$ cat config.mk
export PLATFORM = sky130hd
export DESIGN_NAME = pcs_scrambler_pipe
export DESIGN_NICKNAME = d
export VERILOG_FILES = /design/src/rtl/pcs_scr_pkg.sv /design/src/rtl/pcs_scr_lfsr_comb.sv /design/src/rtl/pcs_scrambler_pipe.sv
export SDC_FILE = /design/constraint.sdc
export NUM_CORES = 1
export LEC_CHECK = 0
export CAP_MARGIN = 20
export CORE_UTILIZATION = 55
export CTS_CLUSTER_SIZE = 10
export DETAILED_ROUTE_END_ITERATION = 10
export PLACE_DENSITY = 0.79
export SKIP_CTS_REPAIR_TIMING = 1
export SYNTH_ARGS = -nofsm -noshare
export SYNTH_HDL_FRONTEND = slang
export SYNTH_SLANG_ARGS = --single-unit
$ cat constraint.sdc
create_clock -name CLK -period 2.1 [get_ports CLK]
set_clock_uncertainty 0.1 [all_clocks]
set_input_delay 0.21 -clock CLK [delete_from_list [all_inputs] [get_ports CLK]]
set_output_delay 0.21 -clock CLK [all_outputs]
set_load 0.02 [all_outputs]
$ cat src/rtl/pcs_scr_pkg.sv
// pcs_scr_pkg
//   Shared constants and types for the 40G/100G PCS scrambler pipeline.
//   Polynomial g(x) = x^58 + x^39 + 1; the LFSR state holds the last 58
//   scrambled bits with bit 0 the most recent, so the x^39 and x^58 taps
//   sit at state bits TAP_A-1 and TAP_B-1.
package pcs_scr_pkg;

    localparam int LFSR_WIDTH = 58;
    localparam int TAP_A      = 39;
    localparam int TAP_B      = 58;

    localparam logic [LFSR_WIDTH-1:0] SEED_DEFAULT = 58'h3FF_FFFF_FFFF_FFFF;

    // Occupancy of the output/skid register pair.
    typedef enum logic [1:0] {
        EMPTY = 2'd0,
        ONE   = 2'd1,
        FULL  = 2'd2
    } skid_state_t;

endpackage

$ cat src/rtl/pcs_scr_lfsr_comb.sv
// pcs_scr_lfsr_comb
//   Purely combinational unroll of DATA_WIDTH serial steps of the
//   multiplicative (self-synchronising) scrambler/descrambler.
//   Bit 0 of the payload is processed first.
//
// Ports
//   state_in   : LFSR state before the beat (bit 0 = most recent bit)
//   data_in    : payload to scramble / descramble
//   data_out   : processed payload
//   state_out  : LFSR state after absorbing the beat's scrambled bits
//
// Parameters
//   DATA_WIDTH : payload bits per beat (8..256)
//   DESCRAMBLE : 0 = scrambler (state absorbs produced bits),
//                1 = descrambler (state absorbs received bits)
module pcs_scr_lfsr_comb
    import pcs_scr_pkg::*;
#(
    parameter int DATA_WIDTH = 64,
    parameter int DESCRAMBLE = 0
) (
    input  logic [LFSR_WIDTH-1:0] state_in,
    input  logic [DATA_WIDTH-1:0] data_in,
    output logic [DATA_WIDTH-1:0] data_out,
    output logic [LFSR_WIDTH-1:0] state_out
);

    always_comb begin
        logic [LFSR_WIDTH-1:0] s;
        logic                  fb;
        s        = state_in;
        fb       = 1'b0;
        data_out = '0;
        for (int n = 0; n < DATA_WIDTH; n++) begin
            fb          = s[TAP_A-1] ^ s[TAP_B-1];
            data_out[n] = data_in[n] ^ fb;
            // The state always tracks the scrambled stream: for the
            // scrambler that is what we produce, for the descrambler it
            // is what we receive.
            s = {s[LFSR_WIDTH-2:0], (DESCRAMBLE != 0) ? data_in[n] : data_out[n]};
        end
        state_out = s;
    end

endmodule

$ cat src/rtl/pcs_scrambler_pipe.sv
// pcs_scrambler_pipe
//   Parametrised x^58 + x^39 + 1 scrambler / self-synchronising
//   descrambler with a valid/ready input and a 2-entry skid buffer on
//   the output. Sync headers pass through untouched; a bypass flag
//   passes one beat's payload unscrambled.
//
// Ports
//   CLK, rst                 : clock, synchronous active-high reset
//   in_valid / in_ready      : input handshake (in_ready is registered)
//   in_data, in_hdr          : payload (bit 0 first on the wire), header
//   in_bypass                : forward this beat's payload unchanged
//   out_valid / out_ready    : output handshake
//   out_data, out_hdr        : processed payload and aligned header
//   seed_load, seed_value    : only with PCS_SCR_SEED_LOAD_EN defined;
//                              loads the LFSR state at the clock edge
//
// Optional build macro: PCS_SCR_SEED_LOAD_EN
module pcs_scrambler_pipe
    import pcs_scr_pkg::*;
#(
    parameter int                    DATA_WIDTH = 64,
    parameter int                    DESCRAMBLE = 0,
    parameter logic [LFSR_WIDTH-1:0] SEED       = SEED_DEFAULT
) (
    input  logic                  CLK,
    input  logic                  rst,
    input  logic                  in_valid,
    output logic                  in_ready,
    input  logic [DATA_WIDTH-1:0] in_data,
    input  logic [1:0]            in_hdr,
    input  logic                  in_bypass,
    output logic                  out_valid,
    input  logic                  out_ready,
    output logic [DATA_WIDTH-1:0] out_data,
    output logic [1:0]            out_hdr
`ifdef PCS_SCR_SEED_LOAD_EN
    ,
    input  logic                  seed_load,
    input  logic [LFSR_WIDTH-1:0] seed_value
`endif
);

    logic [LFSR_WIDTH-1:0] lfsr_reg, lfsr_next;
    logic [LFSR_WIDTH-1:0] scr_state;
    logic [DATA_WIDTH-1:0] scr_data;
    logic [DATA_WIDTH-1:0] beat_data;

    skid_state_t           skid_state_reg, skid_state_next;
    logic                  in_ready_reg, in_ready_next;
    logic [DATA_WIDTH-1:0] out_data_reg, skid_data_reg;
    logic [1:0]            out_hdr_reg, skid_hdr_reg;

    logic beat_accept, beat_pop, lfsr_absorb;
    logic load_out_new, load_out_skid, load_skid;

    pcs_scr_lfsr_comb #(
        .DATA_WIDTH (DATA_WIDTH),
        .DESCRAMBLE (DESCRAMBLE)
    ) u_lfsr (
        .state_in  (lfsr_reg),
        .data_in   (in_data),
        .data_out  (scr_data),
        .state_out (scr_state)
    );

    assign beat_accept = in_valid && in_ready_reg;
    assign beat_pop    = out_valid && out_ready;
    assign beat_data   = in_bypass ? in_data : scr_data;

    // A bypassed beat never reaches the wire scrambled on the scrambler
    // side, so its state holds; the descrambler keeps absorbing the
    // received bits so it stays locked to the line.
    assign lfsr_absorb = beat_accept && ((DESCRAMBLE != 0) || !in_bypass);

    always_comb begin
        lfsr_next = lfsr_reg;
        if (lfsr_absorb) begin
            lfsr_next = scr_state;
        end
`ifdef PCS_SCR_SEED_LOAD_EN
        // The same-cycle beat has already been computed from lfsr_reg.
        if (seed_load) begin
            lfsr_next = seed_value;
        end
`endif
    end

    always_comb begin
        skid_state_next = skid_state_reg;
        load_out_new    = 1'b0;
        load_out_skid   = 1'b0;
        load_skid       = 1'b0;
        case (skid_state_reg)
            EMPTY: begin
                if (beat_accept) begin
                    skid_state_next = ONE;
                    load_out_new    = 1'b1;
                end
            end
            ONE: begin
                if (beat_accept && beat_pop) begin
                    load_out_new = 1'b1;
                end else if (beat_accept) begin
                    skid_state_next = FULL;
                    load_skid       = 1'b1;
                end else if (beat_pop) begin
                    skid_state_next = EMPTY;
                end
            end
            FULL: begin
                // in_ready is low here, so only a pop can happen.
                if (beat_pop) begin
                    skid_state_next = ONE;
                    load_out_skid   = 1'b1;
                end
            end
            default: begin
                skid_state_next = EMPTY;
            end
        endcase
    end

    // Registering the decode keeps out_ready off the in_ready path.
    assign in_ready_next = (skid_state_next != FULL);

    always_ff @(posedge CLK) begin
        if (rst) begin
            skid_state_reg <= EMPTY;
            in_ready_reg   <= 1'b1;
            lfsr_reg       <= SEED;
            out_data_reg   <= '0;
            out_hdr_reg    <= '0;
            skid_data_reg  <= '0;
            skid_hdr_reg   <= '0;
        end else begin
            skid_state_reg <= skid_state_next;
            in_ready_reg   <= in_ready_next;
            lfsr_reg       <= lfsr_next;
            if (load_out_new) begin
                out_data_reg <= beat_data;
                out_hdr_reg  <= in_hdr;
            end else if (load_out_skid) begin
                out_data_reg <= skid_data_reg;
                out_hdr_reg  <= skid_hdr_reg;
            end
            if (load_skid) begin
                skid_data_reg <= beat_data;
                skid_hdr_reg  <= in_hdr;
            end
        end
    end

    assign in_ready  = in_ready_reg;
    assign out_valid = (skid_state_reg != EMPTY);
    assign out_data  = out_data_reg;
    assign out_hdr   = out_hdr_reg;

endmodule

* After elaboration in Yosys (flattened, before gate mapping)
Cells that the tools add are included.
** Word-level totals
- Flip-flop bits (word level) :: 193
- Output and inout port bits :: 68
** Cells by class
- Reduce and logical (&&, ||, !) cells :: 8
- Bitwise logic cells :: 128
- Multiplexer cells :: 18
- Eq/ne operators :: 3
** Operators by type and width (number)
- two-way mux 64 bit :: 3
- bitwise XOR 1 bit :: 128
- two-way mux 2 bit :: 7
- two-way mux 1 bit :: 6
- case mux 2 bit (3 select lines) :: 1
- logical AND 1 bit :: 4
- nonzero test 2 bit :: 2
- equality test 2 x 1 -> 1 bit (second input constant) :: 1
- equality test 2 bit (second input constant) :: 1
- zero test 2 bit :: 1
- inequality test 2 bit (second input constant) :: 1
- case mux 1 bit (2 select lines) :: 1
- zero test 1 bit :: 1

* Longest topological paths before layout
Gate-level depths: netlist (run 1).
- Word-level depth :: 7
- Gate-level depth with buffers :: 7
- Mapped depth without buffers :: 4

* Hierarchy
From an unflattened synthesis (run 1), not the netlist that was laid out.
** Second synthesis, totals
- Cell total of the unflattened synthesis :: 985
- Area, all modules :: 9808.2 um2
** Modules (own cells, without submodules)
- pcs_scrambler_pipe :: area each 7810.0 um2, seq. area each 3863.7 um2, instances 1, cells an instance 805
- pcs_scr_lfsr_comb :: area each 1998.2 um2, seq. area each 0.0 um2, instances 1, cells an instance 180

* Least setup slack after synthesis (run 1)
No wires, ideal clock.
- Path kind :: register to register
- From :: register in_ready_reg, in the netlist in_ready
- To :: register lfsr_reg[46]
- Data required time :: 1.859 ns
- Data arrival time :: 1.563 ns
- Path buffers :: 3
- Clock period less this slack :: 1.805 ns
- Stages on the path, launching flop included :: 8
- Slack :: 0.295 ns
- Cells stage by stage :: dfxtp_1 -> nand2_1 -> or2_2 -> clkbuf_1 -> clkbuf_1 -> clkbuf_1 -> nand2_1 -> o211ai_1
** On the way
- Cells in the longest elaborated chain, start to end :: 2
** Ends and longest elaborated chain
- start: declaration :: line pcs_scrambler_pipe.sv:49 : logic in_ready_reg, in_ready_next;
- start signal: assignment :: line pcs_scrambler_pipe.sv:137 : in_ready_reg <= in_ready_next;
- logical AND 1 bit :: line pcs_scrambler_pipe.sv:66 : assign beat_accept = in_valid && in_ready_reg;
- logical AND 1 bit :: line pcs_scrambler_pipe.sv:73 : assign lfsr_absorb = beat_accept && ((DESCRAMBLE != 0) || !in_bypass);
- end signal: assignment :: line pcs_scrambler_pipe.sv:138 : lfsr_reg <= lfsr_next;
- end: declaration :: line pcs_scrambler_pipe.sv:43 : logic [LFSR_WIDTH-1:0] lfsr_reg, lfsr_next;
Every way passes these cells.
A chain may end at the register's enable or synchronous reset.

* Final worst setup path (run 1)
- From :: register skid_state_reg[0]
- To :: output port out_valid
** On the way
- Cells in the longest elaborated chain, start to end :: 1
** Ends and longest elaborated chain
- start: declaration :: line pcs_scrambler_pipe.sv:48 : skid_state_t skid_state_reg, skid_state_next;
- start signal: assignment :: line pcs_scrambler_pipe.sv:136 : skid_state_reg <= skid_state_next;
- nonzero test 2 bit :: line pcs_scrambler_pipe.sv:154 : assign out_valid = (skid_state_reg != EMPTY);
- end: declaration :: line pcs_scrambler_pipe.sv:32 : output logic out_valid,
Every way passes these cells.

==> results of run 1 <==
-- power by group through the flow --
stage,clock network [uW],registers (uW),logic (uW)
6_report,3300,4200,2640
3_3_place_gp,0,4270,2560
2_1_floorplan,0,4390,1420
5_1_grt,3470,4230,2830
3_5_place_dp,0,4280,2600
4_1_cts,3330,4200,2630
-- cell usage after synthesis --
cell	number	area, um^2
sky130_fd_sc_hd__xnor3_1	11	247.7
sky130_fd_sc_hd__o2111ai_1	10	87.58
sky130_fd_sc_hd__nand2_1	141	529.3
sky130_fd_sc_hd__dfxtp_1	193	3864
sky130_fd_sc_hd__xor2_1	70	613.1
sky130_fd_sc_hd__inv_1	1	3.750
sky130_fd_sc_hd__mux2i_1	4	40.04
sky130_fd_sc_hd__or2_2	2	12.51
sky130_fd_sc_hd__nor2b_1	1	6.260
sky130_fd_sc_hd__inv_2	1	3.750
sky130_fd_sc_hd__o211a_1	1	10.01
sky130_fd_sc_hd__a22oi_1	10	75.07
sky130_fd_sc_hd__o22a_1	1	8.760
sky130_fd_sc_hd__o211ai_1	43	322.8
sky130_fd_sc_hd__a211oi_1	78	585.6
sky130_fd_sc_hd__xnor2_1	96	840.8
sky130_fd_sc_hd__xnor3_2	2	47.55
sky130_fd_sc_hd__o21ai_0	53	265.3
sky130_fd_sc_hd__nand2b_1	8	50.05
sky130_fd_sc_hd__or4b_1	10	100.1
sky130_fd_sc_hd__and3_1	51	319.1
sky130_fd_sc_hd__clkbuf_1	72	270.3
sky130_fd_sc_hd__nor2_1	113	424.2
sky130_fd_sc_hd__buf_1	11	41.29
sky130_fd_sc_hd__nand3b_1	2	15.01
sky130_fd_sc_hd__a21oi_1	26	130.1
sky130_fd_sc_hd__buf_2	8	40.04
sky130_fd_sc_hd__and3b_1	2	17.52
sky130_fd_sc_hd__mux2_2	3	33.78
sky130_fd_sc_hd__a311oi_1	39	341.6
sky130_fd_sc_hd__nand4b_1	1	8.760
sky130_fd_sc_hd__a31oi_1	3	18.77
sky130_fd_sc_hd__or3_1	26	162.7
-- layer usage --
metal	track usage	vias to the layer above	part of all wire
met3	0.05251	31	0.061
met5	0	-	0
met2	0.5104	289	0.49
li1	-	4077	-
met1	0.3845	3951	0.43
met4	0.09912	0	0.019
-- through the flow --
stage,std cells,power [uW],utilization
after floorplan,1093,5816,-
after global placement,1407,6832,0.6768
after detailed placement,1407,6879,0.6768
after CTS,1439,10160,0.7120
after global routing,1439,10530,0.7120
final,1439,10140,0.7120
-- cell type report --
| class | instances | area, um^2 | share of cell area |
|---|---|---|---|
| multi-input combinational | 807 | 5333 | 0.4469 |
| sequential | 193 | 3864 | 0.3238 |
| timing repair buffer | 185 | 1864 | 0.1562 |
| clock buffer | 22 | 454.2 | 0.03806 |
| tap | 220 | 275.3 | 0.02307 |
| clock inverter | 10 | 135.1 | 0.01132 |
| inverter | 2 | 7.507 | 0.0006291 |
-- kinds of logic (layout without fill, tap and decap cells) --
| kind of cell | after synthesis | after routing | share of synthesized area |
|---|---|---|---|
| and+or+nand+nor | 357 | 357 | 0.1725 |
| AOI/OAI and AO/OA | 264 | 264 | 0.1935 |
| DFF | 193 | 193 | 0.4051 |
| xor gates and xnor gates | 179 | 179 | 0.1834 |
| buffers and inverters | 93 | 219 | 0.03765 |
| muxes | 7 | 7 | 0.007741 |
-- critical path, cell delays in order, from the launching register on --
cell and delay [ns]:
sky130_fd_sc_hd__dfxtp_1 0.37, sky130_fd_sc_hd__or2_2 0.31, sky130_fd_sc_hd__clkdlybuf4s50_1 0.54
-- worst max-delay path by stage --
stage / slack [ns] / end / startpoint / depth (start not counted)
6_report: 0.13 / out_valid / skid_state_reg[0] / 2
5_1_grt: 0.06 / out_valid / skid_state_reg[0] / 2
4_1_cts: 0.11 / out_valid / skid_state_reg[0] / 2
3_5_place_dp: 0.006 / out_data[5] / out_ready / 7
3_3_place_gp: 0.02 / skid_data_reg[56] / in_data[17] / 5
2_1_floorplan: 0.30 / lfsr_reg[46] / in_ready / 7
==> out/results.txt, run 1 <==
Core Footprint: 16760 um^2
fraction of power consumed by the clock network: 0.325
global-route wire length before repair: 41020 um
TritonCTS Buffers: 17
DRC violation total after the first TritonRoute iteration: 689
leakage dissipation: 0.004372 uW
pin count of the biggest net entering global routing: 79
fin worst setup slack: 0.1326 ns
logic depth of the worst register-to-register path: 4
H-Tree Depth: 4
placed instance area: 11340 um^2
maximum number of buffers from clock root to sink: 2
commonest cells after routing, fill and taps aside: sky130_fd_sc_hd__dfxtp_1, sky130_fd_sc_hd__nand2_1, sky130_fd_sc_hd__clkdlybuf4s50_1
initial antenna violation count: 0
final number of max-transition violations: 0
post-synth cell types: 33
class of the tightest hold or removal check: input pin to register
cell internal power dissipation: 7065 uW
clock-pin slew on the worst setup and hold paths: 0.07 ns
die span in y: 133.7 um
logic gate share of total power: 0.260
Critical Path Fanout Max: 8
first-pass iteration count of the detailed router: 5
Port Buffers: 138
overall routing resource usage: 0.3002
Worst IR Drop VDD: 0.6438 mV
buffer cell driving the clock tree root: sky130_fd_sc_hd__clkbuf_16
source of the worst hold timing path: rst
full die area: 17870 um^2
most common cell after layout, fill and taps aside: sky130_fd_sc_hd__dfxtp_1
Routed WL per cell: 18.41 um
hold path depth: 2
number of fill cells: 1311
gpl congestion: 0.8842
number of warnings issued by yosys: 0
cells after synthesis: 1093
share of post-route cells with drive strength above 1: 0.07219
number of top-level pins: 139
synthesized net count: 1164
total length of routed wires: 26500 um
P_sw: 3076 uW
Switching Fraction: 0.3033
relative slew slack: 0.6491
number of antenna diodes: 0
data arrival time at the worst-slack endpoint: 1.66 ns
effective utilization at floorplan: 0.5690
start of the worst register-to-register path: lfsr_reg[31]
endpoint of the worst hold path: skid_data_reg[56]
critical setup path kind: register to output pin
Worst Max-Slew Pin Slew: 0.5227 ns
worst hold slack: 0.1045 ns
Sinks on Clock Net: 193
required time reported for the critical path endpoint: 1.79 ns
Reg power frac: 0.414
post-synth design cell area: 9537 um^2
maximum frequency from static timing analysis: 508.3 MHz
part of the Yosys area used for sequential elements: 0.4051
final antenna-violating net count: 0
final setup fails: 0
final HPWL from detailed placement: 18730 um
final cycle utilization of the critical path: 0.9369
clock latency at the later pin of the worst-skew pair: 0.43 ns
CTS tree: built
Fin. Hold Viols: 0
sum of negative setup slack: 0 ns
routed via count: 8348
die width: 133.7 um
total number of nets in the final design: 1277
nature of the critical path startpoint: register
placement row count: 47
layout overhead on the synthesized area: 25.12%
R2R setup slack: 0.15 ns
Residual DRC: 0
type of destination of the critical path: output pin
run status: complete, no violations
reg2reg end: lfsr_reg[17]
number of flip-flops and latches in the synthesized netlist: 193
post-route cell area: 11930 um^2
shortest period the worst path allows: 1.967 ns
maxcap violations: 0
total congestion overflow after global routing: 0
power density of the placed cells: 849.9 nW/um^2
pre-CTS WS: 0.005962 ns
number of vias per cell after detailed routing: 5.801
Avg Cell Area, Syn: 8.725 um^2
RSZ-0062 raised after global routing: false
vias in the first global route: 7652
Note: power is estimated with default switching activity, not from simulation.
==> inputs of run 2 (changes only) <==
--- a/config.mk
+++ b/config.mk
@@ -11,6 +11,7 @@
 export DETAILED_ROUTE_END_ITERATION = 10
 export PLACE_DENSITY = 0.79
 export SKIP_CTS_REPAIR_TIMING = 1
+export SLEW_MARGIN = 20
 export SYNTH_ARGS = -nofsm -noshare
 export SYNTH_HDL_FRONTEND = slang
 export SYNTH_SLANG_ARGS = --single-unit
==> results of run 2 <==
Final layout, timing and power as in run 1 (identical DEF).
